$ cat src/rtl/fifo_param_if.sv
// fifo_param_if: bundles the data, request, threshold and status signals of
// fifo_param into one interface.
//   master modport: the producer/consumer side (drives data, requests and
//                   thresholds; observes read data, valid, flags, errors, count)
//   slave modport : the FIFO side (the mirror image)
// Parameters must match the ones given to the fifo_param instance.
interface fifo_param_if #(
  parameter int BITNUMBER = 8,
  parameter int LENGTH    = 8
);
  localparam int CNTW = $clog2(LENGTH) + 1;

  logic [BITNUMBER-1:0] Fifo_Data_in;
  logic                 Fifo_wr;
  logic                 Fifo_rd;
  logic [CNTW-1:0]      umbral_alto;
  logic [CNTW-1:0]      umbral_bajo;
  logic [BITNUMBER-1:0] Fifo_Data_out;
  logic                 Fifo_valid;
  logic                 Fifo_full;
  logic                 Fifo_empty;
  logic                 almost_full;
  logic                 almost_empty;
  logic                 Fifo_wr_error;
  logic                 Fifo_rd_error;
  logic [CNTW-1:0]      Fifo_count;

  modport master (
    output Fifo_Data_in, Fifo_wr, Fifo_rd, umbral_alto, umbral_bajo,
    input  Fifo_Data_out, Fifo_valid, Fifo_full, Fifo_empty,
           almost_full, almost_empty, Fifo_wr_error, Fifo_rd_error, Fifo_count
  );

  modport slave (
    input  Fifo_Data_in, Fifo_wr, Fifo_rd, umbral_alto, umbral_bajo,
    output Fifo_Data_out, Fifo_valid, Fifo_full, Fifo_empty,
           almost_full, almost_empty, Fifo_wr_error, Fifo_rd_error, Fifo_count
  );
endinterface

$ cat src/rtl/fifo_param.sv
// fifo_param: parametrised synchronous FIFO, LENGTH words of BITNUMBER bits.
// An explicit occupancy counter (one bit wider than the pointers) drives every
// flag; almost-full/almost-empty thresholds come in at run time and act
// combinationally. The read port is registered and strobes Fifo_valid for one
// cycle per popped word. Rejected requests raise a one-cycle error strobe and
// change nothing else.
// Ports:
//   clk   - single clock, rising edge
//   reset - synchronous, active-high; clears pointers, count, read port, errors
//   bus   - fifo_param_if.slave (data in/out, wr/rd requests, thresholds,
//           valid, full/empty/almost flags, error strobes, occupancy count)
// LENGTH must be a power of two and at least 4.
module fifo_param #(
  parameter int BITNUMBER = 8,
  parameter int LENGTH    = 8
) (
  input  logic         clk,
  input  logic         reset,
  fifo_param_if.slave  bus
);
  localparam int PTRW = $clog2(LENGTH);
  localparam int CNTW = PTRW + 1;

  logic [BITNUMBER-1:0] mem [LENGTH];
  logic [PTRW-1:0]      wr_ptr;
  logic [PTRW-1:0]      rd_ptr;
  logic [CNTW-1:0]      count;
  logic [BITNUMBER-1:0] data_out;
  logic                 valid;
  logic                 wr_error;
  logic                 rd_error;

  logic full;
  logic empty;
  logic almost_full;
  logic almost_empty;
  logic wr_ok;
  logic rd_ok;

  // Flags and request acceptance, all derived from the occupancy counter
  always_comb begin
    empty        = (count == {CNTW{1'b0}});
    full         = (count == CNTW'(LENGTH));
    // count never exceeds LENGTH, so a low threshold of LENGTH or more
    // naturally pins almost_empty high, and a high threshold of 0 pins
    // almost_full high.
    almost_full  = (count >= bus.umbral_alto);
    almost_empty = (count <= bus.umbral_bajo);
    rd_ok        = bus.Fifo_rd && !empty;
    // A full FIFO still takes a write when a read frees a slot this cycle.
    wr_ok        = bus.Fifo_wr && (!full || rd_ok);
  end

  // Storage array; not cleared by reset, and a reset cycle stores nothing
  always_ff @(posedge clk) begin
    if (wr_ok && !reset) begin
      mem[wr_ptr] <= bus.Fifo_Data_in;
    end
  end

  // Pointers, occupancy, registered read port and error strobes
  always_ff @(posedge clk) begin
    if (reset) begin
      wr_ptr   <= {PTRW{1'b0}};
      rd_ptr   <= {PTRW{1'b0}};
      count    <= {CNTW{1'b0}};
      data_out <= {BITNUMBER{1'b0}};
      valid    <= 1'b0;
      wr_error <= 1'b0;
      rd_error <= 1'b0;
    end else begin
      valid    <= rd_ok;
      wr_error <= bus.Fifo_wr && !wr_ok;
      rd_error <= bus.Fifo_rd && !rd_ok;
      if (wr_ok) begin
        wr_ptr <= wr_ptr + PTRW'(1);
      end
      if (rd_ok) begin
        rd_ptr   <= rd_ptr + PTRW'(1);
        data_out <= mem[rd_ptr];
      end
      case ({wr_ok, rd_ok})
        2'b10:   count <= count + CNTW'(1);
        2'b01:   count <= count - CNTW'(1);
        default: count <= count;
      endcase
    end
  end

  assign bus.Fifo_Data_out = data_out;
  assign bus.Fifo_valid    = valid;
  assign bus.Fifo_full     = full;
  assign bus.Fifo_empty    = empty;
  assign bus.almost_full   = almost_full;
  assign bus.almost_empty  = almost_empty;
  assign bus.Fifo_wr_error = wr_error;
  assign bus.Fifo_rd_error = rd_error;
  assign bus.Fifo_count    = count;
endmodule

$ cat src/flat_wrapper.sv
// flat-port wrapper written by rule: the top's interface ports become plain ports
module fifo_param_flat 
#(
  parameter int BITNUMBER = 8,
  parameter int LENGTH    = 8
)
  (clk, reset, bus_Fifo_Data_in, bus_Fifo_wr, bus_Fifo_rd, bus_umbral_alto, bus_umbral_bajo, bus_Fifo_Data_out, bus_Fifo_valid, bus_Fifo_full, bus_Fifo_empty, bus_almost_full, bus_almost_empty, bus_Fifo_wr_error, bus_Fifo_rd_error, bus_Fifo_count);
  fifo_param_if #(.BITNUMBER(BITNUMBER), .LENGTH(LENGTH)) bus_i ();
  input  logic clk;
  input  logic reset;
  input wire logic [$bits(bus_i.Fifo_Data_in)-1:0] bus_Fifo_Data_in;
  input wire logic [$bits(bus_i.Fifo_wr)-1:0] bus_Fifo_wr;
  input wire logic [$bits(bus_i.Fifo_rd)-1:0] bus_Fifo_rd;
  input wire logic [$bits(bus_i.umbral_alto)-1:0] bus_umbral_alto;
  input wire logic [$bits(bus_i.umbral_bajo)-1:0] bus_umbral_bajo;
  output wire logic [$bits(bus_i.Fifo_Data_out)-1:0] bus_Fifo_Data_out;
  output wire logic [$bits(bus_i.Fifo_valid)-1:0] bus_Fifo_valid;
  output wire logic [$bits(bus_i.Fifo_full)-1:0] bus_Fifo_full;
  output wire logic [$bits(bus_i.Fifo_empty)-1:0] bus_Fifo_empty;
  output wire logic [$bits(bus_i.almost_full)-1:0] bus_almost_full;
  output wire logic [$bits(bus_i.almost_empty)-1:0] bus_almost_empty;
  output wire logic [$bits(bus_i.Fifo_wr_error)-1:0] bus_Fifo_wr_error;
  output wire logic [$bits(bus_i.Fifo_rd_error)-1:0] bus_Fifo_rd_error;
  output wire logic [$bits(bus_i.Fifo_count)-1:0] bus_Fifo_count;
  assign bus_i.Fifo_Data_in = bus_Fifo_Data_in;
  assign bus_i.Fifo_wr = bus_Fifo_wr;
  assign bus_i.Fifo_rd = bus_Fifo_rd;
  assign bus_i.umbral_alto = bus_umbral_alto;
  assign bus_i.umbral_bajo = bus_umbral_bajo;
  assign bus_Fifo_Data_out = bus_i.Fifo_Data_out;
  assign bus_Fifo_valid = bus_i.Fifo_valid;
  assign bus_Fifo_full = bus_i.Fifo_full;
  assign bus_Fifo_empty = bus_i.Fifo_empty;
  assign bus_almost_full = bus_i.almost_full;
  assign bus_almost_empty = bus_i.almost_empty;
  assign bus_Fifo_wr_error = bus_i.Fifo_wr_error;
  assign bus_Fifo_rd_error = bus_i.Fifo_rd_error;
  assign bus_Fifo_count = bus_i.Fifo_count;
  fifo_param #(.BITNUMBER(BITNUMBER), .LENGTH(LENGTH)) u_core (.clk(clk), .reset(reset), .bus(bus_i));
endmodule
$ cat config.mk
export PLATFORM = sky130hd
export DESIGN_NAME = fifo_param_flat
export DESIGN_NICKNAME = d
export VERILOG_FILES = /design/src/rtl/fifo_param_if.sv /design/src/rtl/fifo_param.sv /design/src/flat_wrapper.sv
export SDC_FILE = /design/constraint.sdc
export NUM_CORES = 1
export LEC_CHECK = 0
export CORE_UTILIZATION = 45
export DETAILED_ROUTE_END_ITERATION = 12
export PLACE_DENSITY = 0.63
export SETUP_SLACK_MARGIN = 0.4
export SYNTH_ARGS = -nofsm -noshare
export SYNTH_HDL_FRONTEND = slang
export SYNTH_SLANG_ARGS = --single-unit
$ cat constraint.sdc
create_clock -name clk -period 7.7 [get_ports clk]
set_clock_uncertainty 0.2 [all_clocks]
set_input_delay 1.925 -clock clk [delete_from_list [all_inputs] [get_ports clk]]
set_output_delay 1.925 -clock clk [all_outputs]
set_load 0.05 [all_outputs]
; ---- Word level (Yosys, flattened, before mapping)
; Memories as Yosys holds them, arrays and structs flattened. A register that Yosys moved wholly into a read port is not among the register bits.
; Index checks and enable logic that the tools add are counted.
[classes]
reduce_logical = 13
n_eq_ne = 3
mux = 3
addsub = 4
magnitude_cmp = 2
[ops]
columns = operator, count
row1 = one-hot mux 4 bit (2 select lines), 1
row2 = "adder 3 x 1 -> 3 bit, second input constant", 2
row3 = logical AND 1 bit, 5
row4 = logical NOT 1 bit, 5
row5 = "adder 4 x 1 -> 4 bit, second input constant", 1
row6 = "equality test 4 bit, second input constant", 1
row7 = greater-or-equal comparator 4 bit, 1
row8 = <= comparator 4 bit, 1
row9 = logical NOT 4 bit, 1
row10 = "subtractor 4 x 1 -> 4 bit, second input constant", 1
row11 = "equality test 2 x 1 -> 1 bit, second input constant", 1
row12 = "equality test 2 bit, second input constant", 1
row13 = two-way mux 1 bit, 2
row14 = nonzero test 2 bit, 1
row15 = logical OR 1 bit, 1
[totals]
wordCells = 32
mem_bits_rw = 64
memories = 1
output_inout_bits = 19
register_bits = 13
[mem_list]
columns = name, depth, width, read_ports, rd_clocked_by_memory_dff, write_ports, line_no
row1 = u_core.mem, 8, 8, 1, 1, 1, fifo_param.sv:24  ; logic [BITNUMBER-1:0] mem [LENGTH];

; ---- Longest topological paths before layout
[logic_depth]
depth_word = 8
mapped_depth = 9
mapped_depth_nobuf = 8

; ---- Least setup slack after synthesis
; Ideal clock, no wire load.
[synth_timing]
path_kind = input-to-output
start = in bus_umbral_bajo[1]
end = out bus_almost_empty
slack_ns = 1.839
cell_stages = 6
arrival_time_ns = 3.737
required_time_ns = 5.575
path_cell_list = inv_1 ha_1 nor2b_1 o21a_1 o21a_1 o21ai_0
[synth_via]
elab_chain_cells = 1
[synth_lines]
columns = element, line_no
row1 = start: declaration, flat_wrapper.sv:15  ; input wire logic [$bits(bus_i.umbral_bajo)-1:0] bus_umbral_bajo;
row2 = <= comparator 4 bit, fifo_param.sv:48  ; almost_empty = (count <= bus.umbral_bajo);
row3 = end: declaration, flat_wrapper.sv:21  ; output wire logic [$bits(bus_i.almost_empty)-1:0] bus_almost_empty;
; No other way between the ends.

; ---- Worst setup path in the final report
; Ends and elaborated chain as after synthesis.

==> metrics.txt <==
actual slew at the worst max-slew pin between 0.9 and 1 ns; # clock sinks 85; Synth Register Bits 85; nets@finish ~300; Synth Area in Compound Gates 6.40%; 1st-pass router iterations 4; global routing's busiest layer met2; Mapped Nets approximately 260; Core Region just under 0.008 mm²; Leakage about 1.5 nW; HPWL Detailed approximately 4200 µm; Final period util approximately 81%; worst ir drop on vdd 0.180 mV; htree depth 3; post-synthesis cell count between 200 and 250; area fraction of the dominant cell type after synthesis 53.1%; status finished, final reports clean; vias per std cell 5.31; chip width between 90 and 100 µm; via count about 2,000; Critical Path AT 4.10 ns; drt total wl ~6300 µm; Worst setup EP type output pin; Worst path max stage delay a little over 0.8 ns; met2 Use GR 25.6%; setup TNS 0 ns; largest area contributor in the netlist edfxtp_1; number of antenna diodes 0; synthesized area approximately 0.0036 mm²; largest cells by area after synthesis edfxtp_1, dfxtp_1, mux4_2; setup bufs post-CTS 0; Rows 32; largest net degree at the start of global routing 27; vias in the first global route between 1,500 and 2,000; CTS buffer count 9; clk root buf clkbuf_8; met1 Usage GRT 24.0%; port buffer count 38; Die Y roughly 90 µm; Area Growth Syn to Fin 18.6%; CP max-delay cell clkdlybuf4s50_1; FMAX approximately 160 MHz; unrepaired setup endpoints after global routing false; Syn Area/Cell approximately 16 µm²; wire per inst 16.9 µm; largest family of logic cells by synthesized area multiplexers; GPL Wtd Cong a little under 0.7; DIE AREA between 0.008 and 0.009 mm²; cts repair resizes 0; Max-Cap Viols 0; Hold WS 0.299 ns; Post-Synth Simple-Gate Area under 10%; Synth Area in Adders under 10%; Pins Over Slew Limit 0; initial antenna violation count 0; Iter 0 DRT Violations 86; Final Hold Vio Count 0; first-pass GRT wire length slightly above 10,000 µm; YS warnings 0; Antenna Nets Post-Route 0; sequential area share after synthesis approximately 65%; worst endpoint required time between 5 and 6 ns; HP Class reg -> reg; I/O pin cnt 39; P per Cell Area 328 mW/mm²; layout cells sized above 1 between 10% and 20%; GRT Util Overall 17.1%; post-synthesis xor/xnor area fraction 1.70%; DRC Markers 0; final setup violating endpoints 0; CTS tree done; CP Launch Type primary input; Netlist cell types 38; Worst-path clk slew 0.09 ns; Hold-fix buffers, CTS 0; grt total ovfl 0; max_slew headroom 39.2%; CTS Buffer Depth 2; Final Critical Period approximately 6.2 ns; worst path cell trace clkdlybuf4s50_1 > inv_1 > ha_1 > nor2b_1 > o21a_1 > o21a_1 > o21ai_0 > clkdlybuf4s50_1; worst-skew pair later-pin latency 0.34 ns; mux cell area share after synthesis a little over an eighth; Crit Path Class in -> out; GR Util met3 around 5.4%; starting density of the core ~47%; Max FO, Critical Path 2
-- metal layers --
layer,wire (µm),up-vias
li1,-,960
met1,3030,983
met2,2920,52
met3,346,2
met4,40,0
met5,0,-
-- flip-flops by register name, summed over array words and instances (netlist names) --
| name | count |
|---|---|
| u_core.bus.Fifo_valid | 1 |
| u_core.wr_ptr | 3 |
| u_core.mem | 64 |
| u_core.bus.Fifo_Data_out | 8 |
| u_core.bus.Fifo_wr_error | 1 |
| u_core.bus.Fifo_count | 4 |
| u_core.bus.Fifo_rd_error | 1 |
| u_core.rd_ptr | 3 |
-- cell usage after synthesis --
cell,number
xor2_1,3
a21oi_1,3
a211oi_2,1
o211ai_2,1
nand3b_1,1
edfxtp_1,64
fa_1,1
nand4_1,1
nor2b_1,2
nand2b_1,2
o21ai_0,2
nor4b_1,2
buf_1,2
buf_4,1
o311a_1,1
buf_6,2
a21o_1,4
ha_1,12
nor3_1,4
nand2_1,6
nor2_1,23
mux2i_1,10
inv_1,10
clkbuf_1,5
and3b_1,1
a211oi_1,9
o21a_1,2
xnor2_1,4
or4b_4,1
mux2_1,1
nor4_1,2
buf_2,5
o21ai_4,1
o41ai_2,1
o41a_1,1
o211ai_1,2
mux4_2,16
dfxtp_1,21
-- cell type report --
| cell class | count | area, µm² |
|---|---|---|
| Timing Repair Buffer | 43 | 418 |
| Fill cell | 647 | 3480 |
| Clock inverter | 6 | 70.1 |
| Sequential cell | 85 | 2340 |
| Clock buffer | 10 | 128 |
| Tap cell | 102 | 128 |
| Multi-Input combinational cell | 120 | 1170 |
| Inverter | 10 | 37.5 |
-- worst max-delay path: cells and delay by family --
kind                       cells  cell delay (ns)
and+or+nand+nor                1             0.13
buffers and inverters          3             1.31
AOI/OAI and AO/OA              3             0.47
adders and majority gates      1             0.27
-- cells in the final DEF (no fill, tap or decap), types with 2 or more instances in the layout --
cell,synthesis,final
a211oi_1,9,9
ha_1,12,12
inv_6,0,2
nor4_1,2,2
nor2_1,23,23
dfxtp_1,21,21
o21ai_0,2,2
o211ai_1,2,2
clkbuf_8,0,9
nand2b_1,2,2
a21oi_1,3,3
xnor2_1,4,4
edfxtp_1,64,64
nor2b_1,2,2
mux4_2,16,16
clkinvlp_4,0,3
buf_4,1,5
nor3_1,4,3
inv_1,10,10
o21a_1,2,2
a21o_1,4,4
xor2_1,3,3
nand2_1,6,6
mux2i_1,10,10
clkdlybuf4s50_1,0,38
-- power by group --
| part | switching (mW) | total (mW) | internal, mW | leakage [nW] |
|---|---|---|---|---|
| Sequential | 0.0510 | 0.584 | 0.533 | 0.751 |
| Combinational | 0.293 | 0.510 | 0.217 | 0.633 |
| Clock | 0.159 | 0.311 | 0.152 | 0.0895 |
| Total | 0.503 | 1.41 | 0.902 | 1.47 |
-- stage by stage --
stage | setup WS [ns] | power [mW] | utilization, % | instance area [µm²] | cells
3_3_place_gp | 1.50 | 1.10 | 52.7 | 4090 | 360
2_1_floorplan | 1.84 | 0.978 | - | 3620 | 230
3_5_place_dp | 1.47 | 1.11 | 52.7 | 4090 | 360
5_1_grt | 1.39 | 1.49 | 55.2 | 4290 | 376
6_report | 1.47 | 1.41 | 55.2 | 4290 | 376
4_1_cts | 1.47 | 1.42 | 55.2 | 4290 | 376
-- final timing paths --
check,startpoint,endpoint,slack [ns],cells after the start
worst max register to register,u_core.bus.Fifo_count[1],u_core.bus.Fifo_count[3],4.60,8
worst min register to register,u_core.bus.Fifo_Data_out[0],u_core.bus.Fifo_Data_out[0],0.30,2
worst max-delay path,bus_umbral_bajo[1],bus_almost_empty,1.47,8
worst min-delay path,u_core.bus.Fifo_Data_out[0],u_core.bus.Fifo_Data_out[0],0.30,2
-- cell families after synthesis --
logic type,Yosys count
simple gates,45
compound gates,28
fa+ha+maj,13
flops,85
xor+xnor,7
mux,27
buf+inv,25
Power figures use the tool's default switching activity.
